[src/rtl/core_seq.sv]
// Multi-cycle fetch/decode/execute/memory sequencer for the g_core 16-bit processor.
// Optional feature macro CORE_SEQ_TRAP_EN: opcodes 5-15 halt the core instead of executing as NOP.
module core_seq #(
  parameter int PC_W = 12,
  parameter int DW   = 16
) (
  input  logic            i_clk,
  input  logic            i_rst,
  output logic            o_imem_req,
  output logic [PC_W-1:0] o_pc,
  input  logic            i_imem_ack,
  input  logic [15:0]     i_imem_data,
  output logic [15:0]     o_ir,
  input  logic [3:0]      i_op,
  input  logic            i_lw,
  input  logic            i_j,
  input  logic            i_br,
  input  logic            i_bq_blt,
  input  logic [4:0]      i_src,
  input  logic [4:0]      i_dst,
  input  logic [15:0]     i_imm,
  input  logic [DW-1:0]   i_src_val,
  input  logic [DW-1:0]   i_dst_val,
  input  logic [DW-1:0]   i_tgt_val,
  output logic            o_dmem_req,
  output logic [DW-1:0]   o_dmem_addr,
  input  logic            i_dmem_ack,
  input  logic [DW-1:0]   i_dmem_data,
  output logic            o_rf_we,
  output logic [4:0]      o_rf_waddr,
  output logic [DW-1:0]   o_rf_wdata,
  output logic            o_retire,
  output logic            o_trap,
  output logic [2:0]      o_dbg_state
);

  localparam logic [2:0] ST_FETCH  = 3'd0;
  localparam logic [2:0] ST_DECODE = 3'd1;
  localparam logic [2:0] ST_EXEC   = 3'd2;
  localparam logic [2:0] ST_MEM    = 3'd3;
  localparam logic [2:0] ST_HALT   = 3'd4;

  // Handshake: a request stays high until its ack is sampled high on a rising
  // edge, then drops the following cycle; an ack without a request is ignored.

  logic [2:0]      state_q, state_d;
  logic [PC_W-1:0] pc_q, pc_d;
  logic [15:0]     ir_q, ir_d;
  logic            imem_req_q, imem_req_d;
  logic            dmem_req_q, dmem_req_d;
  logic [DW-1:0]   dmem_addr_q, dmem_addr_d;
  logic            we_q, we_d;
  logic [4:0]      waddr_q, waddr_d;
  logic [DW-1:0]   wdata_q, wdata_d;
  logic            retire_q, retire_d;
  logic [PC_W-1:0] pc_inc;
  logic            illegal;
  logic            br_taken;

  assign pc_inc   = pc_q + PC_W'(1);
  assign illegal  = (i_op > 4'd4);
  assign br_taken = i_bq_blt ? (i_src_val == i_dst_val)
                             : ($signed(i_src_val) < $signed(i_dst_val));

  always_comb begin
    state_d     = state_q;
    pc_d        = pc_q;
    ir_d        = ir_q;
    dmem_addr_d = dmem_addr_q;
    waddr_d     = waddr_q;
    wdata_d     = wdata_q;
    we_d        = 1'b0;
    retire_d    = 1'b0;
    case (state_q)
      ST_FETCH: begin
        if (imem_req_q && i_imem_ack) begin
          ir_d    = i_imem_data;
          state_d = ST_DECODE;
        end
      end
      ST_DECODE: state_d = ST_EXEC;
      ST_EXEC: begin
        state_d = ST_FETCH;
        if (illegal) begin
`ifdef CORE_SEQ_TRAP_EN
          state_d = ST_HALT;
`else
          pc_d     = pc_inc;
          retire_d = 1'b1;
`endif
        end else if (i_lw) begin
          dmem_addr_d = i_src_val;
          waddr_d     = i_dst;
          state_d     = ST_MEM;
        end else if (i_j) begin
          pc_d     = i_imm[PC_W-1:0];
          retire_d = 1'b1;
        end else if (i_br) begin
          pc_d     = br_taken ? i_tgt_val[PC_W-1:0] : pc_inc;
          retire_d = 1'b1;
        end else begin
          we_d     = 1'b1;
          waddr_d  = i_dst;
          wdata_d  = i_src_val;
          pc_d     = pc_inc;
          retire_d = 1'b1;
        end
      end
      ST_MEM: begin
        if (dmem_req_q && i_dmem_ack) begin
          we_d     = 1'b1;
          wdata_d  = i_dmem_data;
          pc_d     = pc_inc;
          retire_d = 1'b1;
          state_d  = ST_FETCH;
        end
      end
      ST_HALT: state_d = ST_HALT;
      default: state_d = ST_FETCH;
    endcase
  end

  // Requests are registered copies of "next state is FETCH/MEM", so they rise
  // one cycle after reset and fall the cycle after their ack.
  assign imem_req_d = (state_d == ST_FETCH);
  assign dmem_req_d = (state_d == ST_MEM);

  always_ff @(posedge i_clk) begin
    if (i_rst) begin
      state_q     <= ST_FETCH;
      pc_q        <= '0;
      ir_q        <= '0;
      imem_req_q  <= 1'b0;
      dmem_req_q  <= 1'b0;
      dmem_addr_q <= '0;
      we_q        <= 1'b0;
      waddr_q     <= '0;
      wdata_q     <= '0;
      retire_q    <= 1'b0;
    end else begin
      state_q     <= state_d;
      pc_q        <= pc_d;
      ir_q        <= ir_d;
      imem_req_q  <= imem_req_d;
      dmem_req_q  <= dmem_req_d;
      dmem_addr_q <= dmem_addr_d;
      we_q        <= we_d;
      waddr_q     <= waddr_d;
      wdata_q     <= wdata_d;
      retire_q    <= retire_d;
    end
  end

`ifdef CORE_SEQ_TRAP_EN
  logic trap_q;

  always_ff @(posedge i_clk) begin
    if (i_rst) begin
      trap_q <= 1'b0;
    end else if (state_d == ST_HALT) begin
      trap_q <= 1'b1;
    end
  end

  assign o_trap = trap_q;
`else
  assign o_trap = 1'b0;
`endif

  assign o_imem_req  = imem_req_q;
  assign o_pc        = pc_q;
  assign o_ir        = ir_q;
  assign o_dmem_req  = dmem_req_q;
  assign o_dmem_addr = dmem_addr_q;
  assign o_rf_we     = we_q;
  assign o_rf_waddr  = waddr_q;
  assign o_rf_wdata  = wdata_q;
  assign o_retire    = retire_q;
  assign o_dbg_state = state_q;

  // Source index and the upper immediate/target bits are not needed here.
  logic unused_ok;
  assign unused_ok = ^{i_src, i_imm[15:PC_W], i_tgt_val[DW-1:PC_W]};

endmodule

[config.mk]
export PLATFORM = sky130hd
export DESIGN_NAME = core_seq
export DESIGN_NICKNAME = d
export VERILOG_FILES = /design/src/rtl/core_seq.sv
export SDC_FILE = /design/constraint.sdc
export NUM_CORES = 1
export LEC_CHECK = 0
export CORE_MARGIN = 4
export CORE_UTILIZATION = 55
export DETAILED_ROUTE_END_ITERATION = 16
export DONT_BUFFER_PORTS = 1
export PLACE_DENSITY_LB_ADDON = 0.2
export SYNTH_ARGS = -nofsm -noshare
export SYNTH_HDL_FRONTEND = slang
export SYNTH_SLANG_ARGS = --single-unit
[constraint.sdc]
create_clock -name i_clk -period 3.6 [get_ports i_clk]
set_clock_uncertainty 0.1 [all_clocks]
set_input_delay 0.72 -clock i_clk [delete_from_list [all_inputs] [get_ports i_clk]]
set_output_delay 0.72 -clock i_clk [all_outputs]
set_load 0.005 [all_outputs]
# --- Word level (Yosys, flattened, before mapping) ---
# Cells that the tools add are included.
totals:
  regBits: 72
  inputBits: 118
  elab_cells: 69
  out_inout_bits: 73
classes:
  eq_ne: 14
  reduce_logical: 10
  bitwise: 1
  n_lt_le_gt_ge: 2
  muxes: 31
  n_addsub: 1
op_table:
  columns: ["op", "count"]
  rows:
  - ["$mux W16", 5]
  - ["$mux W12", 6]
  - ["$pmux W16 S2", 1]
  - ["$pmux W12 S2", 1]
  - ["$eq A16 B16 Y1", 1]
  - ["$lt A16 B16 Y1", 1]
  - ["$mux W5", 3]
  - ["$pmux W3 S5", 1]
  - ["$ne A2 B2 Y1 const B", 7]
  - ["$add A12 B1 Y12 const B", 1]
  - ["$eq A3 B2 Y1 const B", 3]
  - ["$mux W1", 8]
  - ["$logic_not A3 Y1", 2]
  - ["$mux W3", 2]
  - ["$reduce_and A3 Y1", 2]
  - ["$reduce_and A6 Y1", 1]
  - ["$gt A4 B3 Y1 const B", 1]
  - ["$mux W2", 2]
  - ["$pmux W1 S2", 2]
  - ["$reduce_and A4 Y1", 1]
  - ["$eq A3 B1 Y1 const B", 1]
  - ["$eq A3 B3 Y1 const B", 1]
  - ["$ne A3 B3 Y1 const B", 1]
  - ["$logic_and A1 B1 Y1", 2]
  - ["other kinds (3)", 3]

# --- Depth between registers and ports, before layout ---
depth:
  ltp_word: 8
  mapped_depth: 10
  depth_no_buf: 9

# --- Least setup slack after synthesis ---
# Ideal clock, no wire load.
synth_timing:
  kind: "input port to flip-flop"
  start: "input i_dst_val[15]"
  end: "register pc_q[4], in the netlist o_pc[4]"
  path_buffers: 1
  path_stages: 10
  arrival_time_ps: 2620
  setup_time_ps: 121
  slack_ps: 759
  required_ps: 3379
  path_cell_list: "inv_1 > ha_1 > nand4_2 > nor4_2 > a21bo_1 > a311o_1 > o211ai_2 > buf_8 > mux2i_1 > o21ai_1"
synth_via:
  elab_chain_len: 8
synth_lines:
  columns: ["item", "line_no", "rtl"]
  rows:
  - ["from (decl)", "23", "input logic [DW-1:0] i_dst_val,"]
  - ["$lt A16 B16 Y1 or $eq A16 B16 Y1 (tied branches)", "63, 62", null]
  - ["$mux W1 *", "62", "assign br_taken = i_bq_blt ? (i_src_val == i_dst_val)"]
  - ["$mux W12 *", "99", "pc_d = br_taken ? i_tgt_val[PC_W-1:0] : pc_inc;"]
  - ["$mux W12 *", "98", "end else if (i_br) begin"]
  - ["$mux W12 *", "95", "end else if (i_j) begin"]
  - ["$mux W12 *", "91", "end else if (i_lw) begin"]
  - ["$mux W12 *", "84", "if (illegal) begin"]
  - ["$pmux W12 S2 *", "74", "case (state_q)"]
  - ["to (signal assigned)", "142", "pc_q <= pc_d;"]
  - ["to (decl)", "47", "logic [PC_W-1:0] pc_q, pc_d;"]
# Every way passes the cells marked *; elsewhere a longest branch is shown, timed or not. The select of a mux whose other input is x is not followed.
# A chain may end at the register's enable or synchronous reset.

# --- Worst setup path after layout ---
layout_timing:
  start: "input i_dst_val[15]"
  end: "register pc_q[10], in the netlist o_pc[10]"
# The elaborated chain is that of the path after synthesis.

==> results.tsv <==
metric	value	unit
hold_depth	1	
synth_cell_types	57	
relSlewSlack	20.2	%
ctsHoldBuffers	0	
core	6490	um^2
ys_seq_elements	72	
die-area	8240	um^2
hold_start	i_rst	
synth_largest_area_cell	dfxtp_1	
synth_top_area_share	38.2	%
post_cts_buffers	0	
ant_nets	0	
grt_pass1_wl	16500	um
finalCritPeriodShare	76.2	%
ios	191	
worstSetupStartpointType	input pin	
viasPerCell	6.27	
cts.sinks	72	
drcViolationCount	0	
start_util	58.0	%
wire_per_inst	19.1	um
grt-ovfl-total	0	
drtIter0Drc	173	
syn_area	3770	um^2
syn2layout_area_growth	6.31	%
worstPathArrival	2.89	ns
max_freq	364	MHz
status	finished, final reports clean	
synth_area_leaders	dfxtp_1 38%, nand2_1 11%, a21oi_1 6.5%, ha_1 5.6%, a311oi_1 4.4%	
grt_pass1_vias	3294	
clk_latency	0.35	ns
tightest_slew	1.20	ns
maxSlewViolCount	0	
syn_avg_cell_area	7.90	um^2
rows	29	
cts_buffers	9	
hold_end	o_pc[0]	
rr_worst_depth	7	
power_leakage	1.53	nW
period_needed	2.74	ns
dp_cells	531	
crit_required	3.75	ns
io_buffers	0	
rsz0062_at_grt	false	
r2r_slack	1.06	ns
synth_edf_count	0	
routabilityCongestion	0.829	
max_cap_violations	0	
tritoncts	yes	
grtUsageTotal	24.6	%
htree_num_levels	3	
cts-root-buf	clkbuf_8	
worstReg2RegStart	o_dbg_state[0]	
place.detailed.hpwl	8020	um
yosys_warnings	0	
synth_most_common_cell	nand2_1	
wl	10500	um
synth_nets	612	
drtPass1Iterations	5	
cts_resized	0	
ys.flop_type	dfxtp_1	
finalNetCount	600	
criticalPathCategory	in2reg	
setup_tns	0	ns
hold_viol	0	
synth.top_cells.by_count	109 x nand2_1, 72 x dfxtp_1, 49 x a21oi_1	
crit_slowest_cell	nor4_2	
crit_family	compound AO/OA/AOI/OAI gates	
ys_async_sr_fraction	0	%
layoutNonFillerInstCount	547	
cts.clk_slew.worst_paths	0.08	ns
setup_viol	0	
powerDensity	408	nW/um^2
drive_above_1_share	7.45	%
critPathMaxFanout	10	
critPathBufInv	2	
antenna_cells	0	
end_kind	flop	
grt_max_degree	74	
yosysSeqAreaShare	38.2	%
hold_path.class	in2reg	
antenna_found_initial	0	
syn-instance-count	477	
worst_r2r_endpoint	o_pc[6]	
hold_ws	0.339	ns
die_h	90.8	um
die_x	90.8	um
clock_path_buffers	2	
path_cells	inv_1 > ha_1 > nand4_2 > nor4_2 > a21bo_1 > nand3_1 > o211ai_2 > buf_12 > o211a_1 > o41ai_1	
critPathMaxStageDelay	0.35	ns
ir_drop	0.000310	V
vias	3430	
[flip-flops by register name, indices dropped and copies added (netlist names)]
name         count
o_imem_req       1
o_retire         1
o_rf_we          1
o_pc            12
o_rf_waddr       5
o_rf_wdata      16
o_dbg_state      3
o_dmem_addr     16
o_ir            16
o_dmem_req       1
[where the power goes]
group / leakage (nW) / internal, mW / total, mW / switching (mW)
registers: 0.582 / 0.811 / 0.826 / 0.0154
clock network: 0.104 / 0.336 / 0.680 / 0.344
logic: 0.841 / 0.0552 / 0.127 / 0.0721
[layer usage]
layer | vias to the layer above | global-route usage, % | part of all wire, %
met5 | - | 0 | 0
met4 | 0 | 8.04 | 1.6
met3 | 14 | 10.1 | 11
met2 | 160 | 40.7 | 48
met1 | 1605 | 28.8 | 40
li1 | 1651 | - | -
[metrics by stage]
stage | cell area [um^2] | utilization, % | worst slack (ns) | total power [mW]
final | 4010 | 61.7 | 0.856 | 1.63
after floorplan | 3770 | - | 0.759 | 0.959
after global placement | 3800 | 58.4 | 0.508 | 0.968
after global routing | 4010 | 61.7 | 0.649 | 1.71
after CTS | 4010 | 61.7 | 0.848 | 1.65
after detailed placement | 3800 | 58.4 | 0.468 | 0.973
[placed cells by master, fill, tap and decap left out, types with 3 or more instances in the layout]
master and count:
nand2_1 109, dfxtp_1 72, a21oi_1 49, nor2_1 42, a311oi_1 19, inv_1 17, ha_1 17, mux2i_1 12
nand3_1 9, clkbuf_8 9, a31oi_1 8, o21ai_1 6, o21ai_0 6, xor2_1 6, o21a_1 4, xnor2_1 4
o211ai_1 4, nand4_1 4, and3_1 4, buf_4 4, nand2b_1 3, nor3_1 3, or4_1 3, and2_1 3
nand3_2 3
[worst max-delay path by stage]
stage / startpoint / endpoint / slack [ns] / depth (start not counted)
finish: i_dst_val[15] / o_pc[10] / 0.86 / 10
global placement: i_dst_val[15] / o_pc[4] / 0.51 / 10
global route: i_dst_val[15] / o_pc[10] / 0.65 / 10
CTS: i_dst_val[15] / o_pc[10] / 0.85 / 10
detailed placement: i_dst_val[15] / o_pc[10] / 0.47 / 10
floorplan: i_dst_val[15] / o_pc[4] / 0.76 / 10
[cell families (layout without fill, tap and decap cells)]
family / count (synthesis) / count (layout) / share of synthesized area, %
AO/OA/AOI/OAI: 116 / 116 / 20.7
XOR/XNOR: 10 / 10 / 2.32
adder cells (fa/ha/maj): 17 / 17 / 5.64
buffers and inverters: 46 / 39 / 5.05
flip-flops: 72 / 72 / 38.2
multiplexers: 12 / 12 / 3.19
other: 1 / 1 / 0.0995
AND/OR/NAND/NOR: 203 / 203 / 24.8
[cell type report]
type                    count  area (um^2)
multi-input cells         359         2140
repair buffers              5         50.0
clock buffers               9          124
inverters                  18         67.6
well taps                  77         96.3
flip-flops and latches     72         1440
clock inverters             7         86.3
fillers                   575         2490
(Power assumes the default switching activity.)
